--- src/rtl/pulse_generator_pkg.sv ---
// rtl/pulse_generator_pkg.sv - state encoding and bus-width helper for pulse_generator
package pulse_generator_pkg;

  typedef enum logic [1:0] {
    IDLE   = 2'd0,
    ACTIVE = 2'd1,
    DONE   = 2'd2
  } state_t;

  // Bits needed to hold any value in 0..max_value inclusive.
  function automatic int calc_width(input int max_value);
    return $clog2(max_value + 1);
  endfunction

endpackage

--- src/rtl/pulse_generator_rise_detect.sv ---
// rtl/pulse_generator_rise_detect.sv - rising-edge detector; history clears in reset
module rise_detect (
  input  logic clock_i,
  input  logic reset_n_i,
  input  logic sig,
  output logic rise
);

  logic prev;

  // Clearing history makes a level held high through reset count as a fresh edge.
  always_ff @(posedge clock_i) begin
    if (!reset_n_i) begin
      prev <= 1'b0;
    end else begin
      prev <= sig;
    end
  end

  assign rise = sig & ~prev;

endmodule

--- src/rtl/pulse_generator.sv ---
// rtl/pulse_generator.sv - emits an enable pulse of a requested cycle count, then a done strobe
// Optional macro PULSE_GEN_REPEAT_EN adds repeat_i for a periodic pulse train.
module pulse_generator #(
  parameter int MAX_PULSE_WIDTH = 2000,
  localparam int WIDTH = pulse_generator_pkg::calc_width(MAX_PULSE_WIDTH)
) (
  input  logic             clock_i,
  input  logic             reset_n_i,
  input  logic             start_i,
  input  logic [WIDTH-1:0] width_i,
  input  logic             abort_i,
`ifdef PULSE_GEN_REPEAT_EN
  input  logic             repeat_i,
`endif
  output logic             pulse_o,
  output logic             busy_o,
  output logic             done_o,
  output logic             aborted_o,
  output logic [WIDTH-1:0] remaining_o
);

  import pulse_generator_pkg::*;

  localparam logic [WIDTH-1:0] MAX_W = WIDTH'(MAX_PULSE_WIDTH);

  state_t           state;
  state_t           state_n;
  logic             start_rise;
  logic [WIDTH-1:0] req_w;
  logic [WIDTH-1:0] rem_n;
  logic             pulse_n;
  logic             busy_n;
  logic             done_n;
  logic             aborted_n;

  rise_detect u_start_rise (
    .clock_i   (clock_i),
    .reset_n_i (reset_n_i),
    .sig       (start_i),
    .rise      (start_rise)
  );

  assign req_w = (width_i > MAX_W) ? MAX_W : width_i;

`ifdef PULSE_GEN_REPEAT_EN
  logic [WIDTH-1:0] cap_w;

  // Held so DONE can relaunch the same width without another start edge.
  always_ff @(posedge clock_i) begin
    if (!reset_n_i) begin
      cap_w <= '0;
    end else if (state == IDLE && start_rise) begin
      cap_w <= req_w;
    end
  end
`endif

  always_comb begin
    state_n   = state;
    rem_n     = remaining_o;
    aborted_n = 1'b0;
    unique case (state)
      IDLE: begin
        if (start_rise) begin
          if (req_w != '0) begin
            state_n = ACTIVE;
            rem_n   = req_w;
          end else begin
            state_n = DONE;
            rem_n   = '0;
          end
        end
      end
      ACTIVE: begin
        // Abort takes priority over natural expiry on the last cycle.
        if (abort_i) begin
          state_n   = DONE;
          rem_n     = '0;
          aborted_n = 1'b1;
        end else if (remaining_o == WIDTH'(1)) begin
          state_n = DONE;
          rem_n   = '0;
        end else begin
          rem_n = remaining_o - WIDTH'(1);
        end
      end
      DONE: begin
        state_n = IDLE;
        rem_n   = '0;
`ifdef PULSE_GEN_REPEAT_EN
        if (repeat_i && !aborted_o && cap_w != '0) begin
          state_n = ACTIVE;
          rem_n   = cap_w;
        end
`endif
      end
      default: begin
        state_n = IDLE;
        rem_n   = '0;
      end
    endcase
    pulse_n = (state_n == ACTIVE);
    busy_n  = (state_n != IDLE);
    done_n  = (state_n == DONE);
  end

  always_ff @(posedge clock_i) begin
    if (!reset_n_i) begin
      state       <= IDLE;
      pulse_o     <= 1'b0;
      busy_o      <= 1'b0;
      done_o      <= 1'b0;
      aborted_o   <= 1'b0;
      remaining_o <= '0;
    end else begin
      state       <= state_n;
      pulse_o     <= pulse_n;
      busy_o      <= busy_n;
      done_o      <= done_n;
      aborted_o   <= aborted_n;
      remaining_o <= rem_n;
    end
  end

endmodule

--- config.mk ---
export PLATFORM = sky130hd
export DESIGN_NAME = pulse_generator
export DESIGN_NICKNAME = d
export VERILOG_FILES = /design/src/rtl/pulse_generator_pkg.sv /design/src/rtl/pulse_generator_rise_detect.sv /design/src/rtl/pulse_generator.sv
export SDC_FILE = /design/constraint.sdc
export NUM_CORES = 1
export LEC_CHECK = 0
export BUFFER_PORTS_ARGS = -buffer_cell sky130_fd_sc_hd__buf_2
export CORE_UTILIZATION = 43
export DETAILED_ROUTE_END_ITERATION = 6
export GPL_ROUTABILITY_DRIVEN = 0
export PLACE_DENSITY = 0.67
export SLEW_MARGIN = 30
export SYNTH_ARGS = -nofsm -noshare
export SYNTH_HDL_FRONTEND = slang
export SYNTH_SLANG_ARGS = --single-unit
--- constraint.sdc ---
create_clock -name clock_i -period 4.9 [get_ports clock_i]
set_clock_uncertainty 0.15 [all_clocks]
set_input_delay 0.49 -clock clock_i [delete_from_list [all_inputs] [get_ports clock_i]]
set_output_delay 0.49 -clock clock_i [all_outputs]
set_load 0.02 [all_outputs]
==> results.sh <==
export IMPL_status="finished clean"
export IMPL_first_pass_iters=4
export IMPL_die_h_um=53.09
export IMPL_path_class="reg -> reg"
export IMPL_clk_pin_slew_worst_paths_ns=0.11
export IMPL_cts_tree="yes"
export IMPL_wl_per_cell_um=15.71
export IMPL_synth_top_flop_cell="dfxtp_1"
export IMPL_power_density_nw_per_um2=304.7
export IMPL_p_sw_frac=0.3851
export IMPL_synth_area_per_cell_um2=8.439
export IMPL_cp_cell_sequence="inv_1, ha_1, or4b_1, o21bai_1, a21boi_0, o31a_1"
export IMPL_syn2layout_area_growth_pct=14.16
export IMPL_leakage_nw=0.5252
export IMPL_synth_edf_count=0
export IMPL_synthTopCellsByArea="dfxtp_1 (32%), nor2_1 (4.3%), a31oi_1 (3.9%), a21oi_1 (3.6%), nand2_1 (3.0%)"
export IMPL_grt_pass1_vias=1059
export IMPL_syn_inst=133
export IMPL_die_area_um2=2819
export IMPL_vias=1163
export IMPL_port_buffers=29
export IMPL_p_total_mw=0.3904
export IMPL_grt_pass1_wl_mm=4.802
export IMPL_ios=30
export IMPL_seq_power_share=0.454
export IMPL_initial_core_util=0.4530
export IMPL_max_cap_violations=0
export IMPL_cp_start_kind="register"
export IMPL_ctsRootBufferMaster="clkbuf_4"
export IMPL_combPwrFrac=0.353
export IMPL_first_iter_violations=61
export IMPL_drc=0
export IMPL_rsz0062_at_grt="no"
export IMPL_fillCellCount=245
export IMPL_grt_max_degree=13
export IMPL_die_x_um=53.09
export IMPL_hold_violations=0
export IMPL_ctsLongestPathBuffers=2
export IMPL_worstPathArrival_ns=2.18
export IMPL_synth_fp_nets=150
export IMPL_tightest_slew_ns=0.7067
export IMPL_post_synth_top_area_cell="dfxtp_1"
export IMPL_p_switching_mw=0.1504
export IMPL_htreeDepth=1
export IMPL_layout_nets=177
export IMPL_n_antenna_cell=0
export IMPL_ys_async_sr_fraction=0
export IMPL_slowest_stage="or4b_1"
export IMPL_cts_made_buffers=3
export IMPL_rows=18
export IMPL_syn_area_um2=1122
export IMPL_finalCriticalPeriod_ns=2.142
export IMPL_regArea_um2=360.3
export IMPL_coreArea_um2=2477
export IMPL_crit_family="compound AO/OA/AOI/OAI gates"
export IMPL_synth_top_area_share=0.3211
export IMPL_cts_hold_buf=0
export IMPL_internal_power_mw=0.2401
export IMPL_worst_skew_pair_late_latency_ns=0.30
export IMPL_peakVddDrop_uv=164.6
export IMPL_ys_ff_latch=18
export IMPL_setup_tns_ns=0
export IMPL_finalMaxSlewViolations=0
export IMPL_ant_nets=0
export IMPL_cts_setup_buffers=0
export IMPL_ys_warn_count=0
export IMPL_drive_gt1_frac=0.2532
export IMPL_antenna_found_initial=0
export IMPL_required_ns=4.94
export IMPL_viasPerCell=6.186
export IMPL_finalCritPeriodShare=0.4372
export IMPL_hold_worst_slack_ns=0.2812
export IMPL_hpwl_mm=2.215
export IMPL_critPathMaxFanout=7
export IMPL_yosysSeqAreaShare=0.3211
export IMPL_max_slew_margin_rel=0.5252
export IMPL_crit_path_end_kind="register"
export IMPL_hp_class="in -> reg"
export IMPL_globalRouteTotalUtil=0.2339
export IMPL_multi_input_area_um2=700.7
export IMPL_critPathBufInv=1
export IMPL_overflow=0
export IMPL_cts_num_sinks=18
export IMPL_clkPwrFrac=0.193
export IMPL_finalWirelength_mm=2.953
export IMPL_slowest_delay_ns=0.50
export IMPL_synth_cell_types=48
export IMPL_postCtsResizedCells=0
export IMPL_clock_fmax_mhz=466.8
export IMPL_setup_violations=0
## cells in the final DEF, fill, tap and decap left out, types with 2 or more instances in the layout
cell and n:
a211oi_1 2, a21oi_1 8, a31oi_1 7, a32oi_1 3
and2_1 4, buf_2 29, clkbuf_4 3, dfxtp_1 18
ha_1 2, inv_1 4, nand2_1 9, nand2b_1 2
nand3_1 4, nand4_1 2, nor2_1 13, nor2b_1 3
nor3_1 5, nor4_1 3, o211ai_1 4, o21ai_0 3
o22ai_1 5
## stage by stage
stage | area (µm²) | std cells | setup slack, ns | utilization
2_1_floorplan | 1122 | 133 | 2.985 | -
3_3_place_gp | 1259 | 185 | 2.823 | 0.5081
3_5_place_dp | 1259 | 185 | 2.787 | 0.5081
4_1_cts | 1281 | 188 | 2.803 | 0.5172
5_1_grt | 1281 | 188 | 2.657 | 0.5172
6_report | 1281 | 188 | 2.758 | 0.5172
## synth_stat cells, types with 2 or more instances
cell,count
nor2_1,13
a211oi_1,2
nor2b_1,3
a32oi_1,3
buf_6,2
nand4_1,2
and2_1,4
inv_1,4
a21oi_1,8
nand2_1,9
o22ai_1,5
clkbuf_1,3
dfxtp_1,18
nor3_1,5
o211ai_1,4
a31oi_1,7
nand2b_1,2
o21ai_0,3
nand3_1,4
ha_1,2
nor4_1,3
## cell type report
type	instances	area share
tap	30	0.02930
clock buffer	3	0.01758
multi-input combinational	104	0.5469
sequential	18	0.2813
timing repair buffer	29	0.1133
inverter	4	0.01172
## cell families (layout without fill, tap and decap cells)
family | after synthesis | count (layout) | synth area share
simple gates | 55 | 55 | 0.2843
compound gates | 45 | 45 | 0.3010
flops | 18 | 18 | 0.3211
buf+inv | 11 | 36 | 0.05462
fa+ha+maj | 2 | 2 | 0.02229
xor+xnor | 1 | 1 | 0.007805
mux | 1 | 1 | 0.008919
## layer usage
layer / wire length (µm) / global-route usage / vias up
met5: 0 / 0 / -
met4: 53 / 0.09211 / 0
met3: 204 / 0.05460 / 8
met2: 1328 / 0.3608 / 52
met1: 1368 / 0.3099 / 536
li1: - / - / 567
## flip-flops by register name, summed over array words and instances (netlist names)
signal	flops
done_o	1
state	2
remaining_o	11
pulse_o	1
aborted_o	1
busy_o	1
u_start_rise.prev	1
## power by group through the flow
| stage | logic, mW | registers (mW) | clock network [mW] |
|---|---|---|---|
| floorplan | 0.0878 | 0.190 | 0 |
| global placement | 0.135 | 0.180 | 0 |
| detailed placement | 0.135 | 0.180 | 0 |
| CTS | 0.136 | 0.177 | 0.0766 |
| global route | 0.150 | 0.179 | 0.0839 |
| finish | 0.138 | 0.177 | 0.0752 |
## worst paths after layout
| kind | from | end | slack [ns] | depth (start not counted) |
|---|---|---|---|---|
| worst min register to register | remaining_o[7] | remaining_o[7] | 0.42 | 2 |
| worst max register to register | remaining_o[0] | remaining_o[6] | 2.76 | 6 |
| worst max-delay path | remaining_o[0] | remaining_o[6] | 2.76 | 6 |
| worst min-delay path | start_i | u_start_rise.prev | 0.28 | 2 |
Power figures use the tool's default switching activity.
